### config.mk
export PLATFORM = sky130hd
export DESIGN_NAME = alu_share_sequencer
export DESIGN_NICKNAME = d
export VERILOG_FILES = /design/src/rtl/alu_ctrl_pkg.sv /design/src/rtl/rr_arbiter.sv /design/src/rtl/alu_share_sequencer.sv
export SDC_FILE = /design/constraint.sdc
export NUM_CORES = 1
export LEC_CHECK = 0
export CORE_MARGIN = 4
export CORE_UTILIZATION = 41
export CTS_CLUSTER_SIZE = 8
export DETAILED_ROUTE_END_ITERATION = 6
export GPL_ROUTABILITY_DRIVEN = 0
export PLACE_DENSITY = 0.93
export SKIP_LAST_GASP = 1
export SYNTH_ARGS = -nofsm -noshare
export SYNTH_HDL_FRONTEND = slang
export SYNTH_SLANG_ARGS = --single-unit
### constraint.sdc
create_clock -name clk -period 2.8 [get_ports clk]
set_input_delay 0.56 -clock clk [delete_from_list [all_inputs] [get_ports clk]]
set_output_delay 0.56 -clock clk [all_outputs]
set_load 0.02 [all_outputs]
### src/rtl/alu_ctrl_pkg.sv
// Shared ALU control definitions: opcodes, flag bit positions
// and the sequencer state encoding.
package alu_ctrl_pkg;

    localparam logic [2:0] OP_ADD  = 3'd0;
    localparam logic [2:0] OP_SUB  = 3'd1;
    localparam logic [2:0] OP_XOR  = 3'd2;
    localparam logic [2:0] OP_SLT  = 3'd3;
    localparam logic [2:0] OP_AND  = 3'd4;
    localparam logic [2:0] OP_NAND = 3'd5;
    localparam logic [2:0] OP_NOR  = 3'd6;
    localparam logic [2:0] OP_OR   = 3'd7;

    localparam int FLAG_N = 0;
    localparam int FLAG_Z = 1;
    localparam int FLAG_V = 2;
    localparam int FLAG_C = 3;

    typedef enum logic [1:0] {
        ST_IDLE = 2'd0,
        ST_EXEC = 2'd1,
        ST_RESP = 2'd2
    } seq_state_e;

endpackage

### src/rtl/rr_arbiter.sv
// Combinational round-robin pick: first set request bit at or
// above ptr, wrapping from NREQ-1 back to 0.
module rr_arbiter #(
    parameter int NREQ = 3,
    parameter int IW   = $clog2(NREQ)
) (
    input  logic [NREQ-1:0] req,
    input  logic [IW-1:0]   ptr,
    output logic [NREQ-1:0] grant,
    output logic [IW-1:0]   grant_idx,
    output logic            any_grant
);

    int pos;

    // Scan NREQ positions starting at ptr; keep the first hit.
    always_comb begin
        grant     = '0;
        grant_idx = '0;
        any_grant = 1'b0;
        pos       = 0;
        for (int i = 0; i < NREQ; i++) begin
            pos = int'(ptr) + i;
            if (pos >= NREQ) begin
                pos = pos - NREQ;
            end
            if (!any_grant && req[pos]) begin
                any_grant = 1'b1;
                grant_idx = IW'(pos);
            end
        end
        if (any_grant) begin
            grant[grant_idx] = 1'b1;
        end
    end

endmodule

### src/rtl/alu_share_sequencer.sv
// Time-shares one combinational ALU among NREQ requesters:
// round-robin accept, hold operands ALU_LAT cycles, return result.
module alu_share_sequencer
    import alu_ctrl_pkg::*;
#(
    parameter int NREQ    = 3,
    parameter int WIDTH   = 32,
    parameter int OPW     = 3,
    parameter int ALU_LAT = 2
) (
    input  logic                  clk,
    input  logic                  reset,
    input  logic [NREQ-1:0]       req_valid,
    output logic [NREQ-1:0]       req_ready,
    input  logic [NREQ*WIDTH-1:0] req_a,
    input  logic [NREQ*WIDTH-1:0] req_b,
    input  logic [NREQ*OPW-1:0]   req_op,
    output logic [WIDTH-1:0]      alu_a,
    output logic [WIDTH-1:0]      alu_b,
    output logic [OPW-1:0]        alu_op,
    input  logic [WIDTH-1:0]      alu_result,
    input  logic [3:0]            alu_flags,
    output logic [NREQ-1:0]       rsp_valid,
    input  logic [NREQ-1:0]       rsp_ready,
    output logic [WIDTH-1:0]      rsp_result,
    output logic [3:0]            rsp_flags,
    output logic                  busy
);

    localparam int         IW       = $clog2(NREQ);
    localparam logic [3:0] LAT_INIT = 4'(ALU_LAT - 1);

    seq_state_e       state_q, state_d;
    logic [IW-1:0]    rr_ptr_q, rr_ptr_d;
    logic [IW-1:0]    owner_q, owner_d;
    logic [3:0]       lat_cnt_q, lat_cnt_d;
    logic [WIDTH-1:0] alu_a_q, alu_a_d;
    logic [WIDTH-1:0] alu_b_q, alu_b_d;
    logic [OPW-1:0]   alu_op_q, alu_op_d;
    logic [WIDTH-1:0] rsp_result_q, rsp_result_d;
    logic [3:0]       rsp_flags_q, rsp_flags_d;

    logic [NREQ-1:0]  grant;
    logic [IW-1:0]    grant_idx;
    logic             any_grant;

    rr_arbiter #(
        .NREQ (NREQ),
        .IW   (IW)
    ) u_arb (
        .req       (req_valid),
        .ptr       (rr_ptr_q),
        .grant     (grant),
        .grant_idx (grant_idx),
        .any_grant (any_grant)
    );

    // Next-state, datapath loads and handshake outputs.
    always_comb begin
        state_d      = state_q;
        rr_ptr_d     = rr_ptr_q;
        owner_d      = owner_q;
        lat_cnt_d    = lat_cnt_q;
        alu_a_d      = alu_a_q;
        alu_b_d      = alu_b_q;
        alu_op_d     = alu_op_q;
        rsp_result_d = rsp_result_q;
        rsp_flags_d  = rsp_flags_q;
        req_ready    = '0;
        rsp_valid    = '0;
        unique case (state_q)
            ST_IDLE: begin
                if (any_grant) begin
                    req_ready = grant;
                    alu_a_d   = req_a[int'(grant_idx)*WIDTH +: WIDTH];
                    alu_b_d   = req_b[int'(grant_idx)*WIDTH +: WIDTH];
                    alu_op_d  = req_op[int'(grant_idx)*OPW +: OPW];
                    owner_d   = grant_idx;
                    lat_cnt_d = LAT_INIT;
                    state_d   = ST_EXEC;
                end
            end
            ST_EXEC: begin
                if (lat_cnt_q == 4'd0) begin
                    rsp_result_d = alu_result;
                    rsp_flags_d  = alu_flags;
                    state_d      = ST_RESP;
                end else begin
                    lat_cnt_d = lat_cnt_q - 4'd1;
                end
            end
            ST_RESP: begin
                rsp_valid[owner_q] = 1'b1;
                if (rsp_ready[owner_q]) begin
                    if (owner_q == IW'(NREQ - 1)) begin
                        rr_ptr_d = '0;
                    end else begin
                        rr_ptr_d = owner_q + 1'b1;
                    end
                    state_d = ST_IDLE;
                end
            end
            default: begin
                state_d = ST_IDLE;
            end
        endcase
    end

    // State and datapath registers with synchronous reset.
    always_ff @(posedge clk) begin
        if (reset) begin
            state_q      <= ST_IDLE;
            rr_ptr_q     <= '0;
            owner_q      <= '0;
            lat_cnt_q    <= '0;
            alu_a_q      <= '0;
            alu_b_q      <= '0;
            alu_op_q     <= '0;
            rsp_result_q <= '0;
            rsp_flags_q  <= '0;
        end else begin
            state_q      <= state_d;
            rr_ptr_q     <= rr_ptr_d;
            owner_q      <= owner_d;
            lat_cnt_q    <= lat_cnt_d;
            alu_a_q      <= alu_a_d;
            alu_b_q      <= alu_b_d;
            alu_op_q     <= alu_op_d;
            rsp_result_q <= rsp_result_d;
            rsp_flags_q  <= rsp_flags_d;
        end
    end

    assign alu_a      = alu_a_q;
    assign alu_b      = alu_b_q;
    assign alu_op     = alu_op_q;
    assign rsp_result = rsp_result_q;
    assign rsp_flags  = rsp_flags_q;
    assign busy       = (state_q != ST_IDLE);

endmodule
==> results.toml <==
[worst_setup_path]
arrival_ns = 2.26
path_max_fanout = 7
crit_path_start_kind = "flip-flop"
worst-setup-path-type = "reg2out"
crit_required_ns = 2.24
slowest_stage = "o311a_1"
slowest_delay_ns = 0.38
path_cells = "inv_4 -> ha_4 -> mux2i_4 -> o21ai_4 -> o311a_1 -> nor2_2 -> nor2_2 -> buf_4"
critPathBufInv = 2
cp_top_family = "compound AO/OA/AOI/OAI gates"
rrSetupSlack_ns = 0.20
critPathCaptureType = "output pin"
cp_common_cell = "nor2_2"

[power]
power.density_mw_per_mm2 = 647
p_sw_share_pct = 37.1
power.switching_uw = 2830
p_seq_share_pct = 28.4
peakVddDrop_v = 0.000484
power.total_uw = 7630
leakagePower_uw = 0.00417
clockPowerShare_pct = 28.9
power.internal_uw = 4800
pwr-share-comb_pct = 42.7

[synthesis]
syn_avg_cell_area_um2 = 8.34
yosysSeqAreaShare_pct = 31.7
synth_area_leaders = "dfxtp_1 32%, nand3b_1 11%, o2111ai_1 8.5%"
yosys.area.top_type = "dfxtp_1"
ys.flop_type = "dfxtp_1"
synth_top_area_share_pct = 31.7
synth.net_count = 1105
synth_commonest_cells = "113 x dfxtp_1, 105 x nand2_1, 101 x nand3b_1"
synth_edf_count = 0
synth.distinct_cells = 49
synth_cells = 855
yosys_register_bits = 113
synth-async-reset-ratio_pct = 0
synth.most_common_cell = "dfxtp_1"
syn-cell-area_mm2 = 0.00713
yosysWarnings = 0

[route]
firstDrtPassIters = 6
vias = 8476
wl_per_cell_um = 20.6
drc = 0
wl_mm = 29.0
dr.first_iter.drc_count = 616
drt-vias-per-instance = 6.02
drtAntennaViolNets = 0

[grt]
grt_pass1_vias = 8360
antenna_found_initial = 0
gr-usage-all-layers_pct = 27.9
grt_max_degree = 95
overflow = 0
grt_pass1_wl_mm = 44.6

[final_layout]
drive_gt1_share_pct = 11.0
final_nets = 1425
area_growth_pct = 65.4
design_area_mm2 = 0.0118

[sta]
finalHoldViolations = 0
final_max_slew_viol_count = 0
period_share_pct = 101
fin_ws_ns = -0.0220
hold_slack_ns = 0.455
rsz0062_at_grt = "true"
post-route-min-period_ns = 2.82
finClkSkew_ns = 0.00997
fmax_mhz = 354
max_slew_margin_pct = 52.3
setup_viol = 2
worstMarginPinSlew_ns = 0.715

[status]
status = "finished with violations"
violations = "setup timing"

[floorplanning]
die_width_um = 140
pin_count = 355
rows = 47
fp.coreArea_mm2 = 0.0168
die_h_um = 140
start_util_pct = 42.4
die-area_mm2 = 0.0196

[clock_network]
ctsHoldBuffers = 0
clk_pin_slew_ns = 0.06
cts_made_buffers = 17
cts_num_sinks = 113
cts_root_buf = "clkbuf_16"
cts_tree = "done"
clk_latency_ns = 0.41
cts_max_level = 4
cts_max_path_buffers = 2

[placement]
dp_hpwl_mm = 20.1
io_buffer_count = 354
place_area_mm2 = 0.0110

[job]
drv_cap = 0

[min_path]
min_path_type = "reg2reg"
-- per-layer routing --
metal	vias up	wire length (um)	global-route usage [%]
li1	3945	-	-
met1	4021	11300	32.7
met2	444	14000	47.8
met3	66	2680	7.99
met4	0	1110	11.4
met5	-	0	0
-- final cells by class --
cell class              instances  area (um2)
diodes                          1        2.50
clock buffers                  17         425
clock inverters                15         163
fillers                      1295        5030
inverters                       8        32.5
multi-input cells             623        4460
flip-flops and latches        113        2270
well taps                     220         275
repair buffers                412        4160
-- power groups by stage --
stage,logic (uW),registers (uW),clock network [uW]
floorplan,1340,2530,0
global placement,3130,2170,0
detailed placement,3180,2190,0
CTS,3250,2160,2250
global route,3470,2200,2340
finish,3260,2160,2200
-- per-stage QoR --
stage          util (%)  worst slack (ns)  TNS [ns]  instances
2_1_floorplan         -             0.149         0        855
3_3_place_gp       65.5           -0.0630   -0.0704       1366
3_5_place_dp       65.5            -0.103    -0.155       1366
4_1_cts            69.8           -0.0235   -0.0332       1406
5_1_grt            70.1            -0.116    -0.224       1408
6_report           70.1           -0.0220   -0.0380       1409
-- logic make-up after synthesis --
family	synth area share, %
fa+ha+maj	0.878
simple gates	22.7
flops	31.7
mux	0.614
buf+inv	7.83
xor+xnor	0.246
compound gates	36.0
-- worst register-to-register path, stage by stage (launching register included) --
cell and delay, ns:
dfxtp_4 0.37, inv_4 0.05, ha_4 0.32, mux2i_4 0.32, o21ai_4 0.11, buf_4 0.15, buf_4 0.12, buf_4 0.13
o41ai_4 0.28, and2b_1 0.24, buf_12 0.24, a221o_1 0.23
-- state kept, by name (all words and copies together), names as in the netlist --
register,cells
alu_b,32
owner_q,2
alu_op,3
rsp_flags,4
rsp_result,32
rr_ptr_q,2
lat_cnt_q,4
alu_a,32
state_q,2
-- final timing paths --
| check | depth (start not counted) | endpoint | start |
|---|---|---|---|
| max | 8 | req_ready[0] | rr_ptr_q[0] |
| min | 2 | rsp_result[24] | rsp_result[24] |
| max reg2reg | 11 | alu_b[25] | rr_ptr_q[0] |
| min reg2reg | 2 | rsp_result[24] | rsp_result[24] |
-- cell usage in the layout (no fill, tap or decap), types with 3 or more instances in the layout --
master and n:
clkdlybuf4s50_1 348, dfxtp_1 111, nand2_1 104, nand3b_1 101
o2111ai_1 68, o21ai_0 68, buf_4 46, a21oi_1 42
and2_1 41, o211ai_1 38, a221o_1 38, o211a_1 29
o221ai_1 22, clkbuf_16 17, buf_12 13, nor2_1 10
o221ai_2 7, inv_6 7, inv_1 6, inv_8 5
nor2b_1 3, nor2_2 3, ha_1 3
-- what timing repair did --
item,4_1_cts,5_1_grt
gates cloned,1,0
gates resized for setup,16,6
endpoints found under the setup margin,3,3
setup buffers,7,2
pin swaps,4,5
Note: power is estimated with default switching activity, not from simulation.
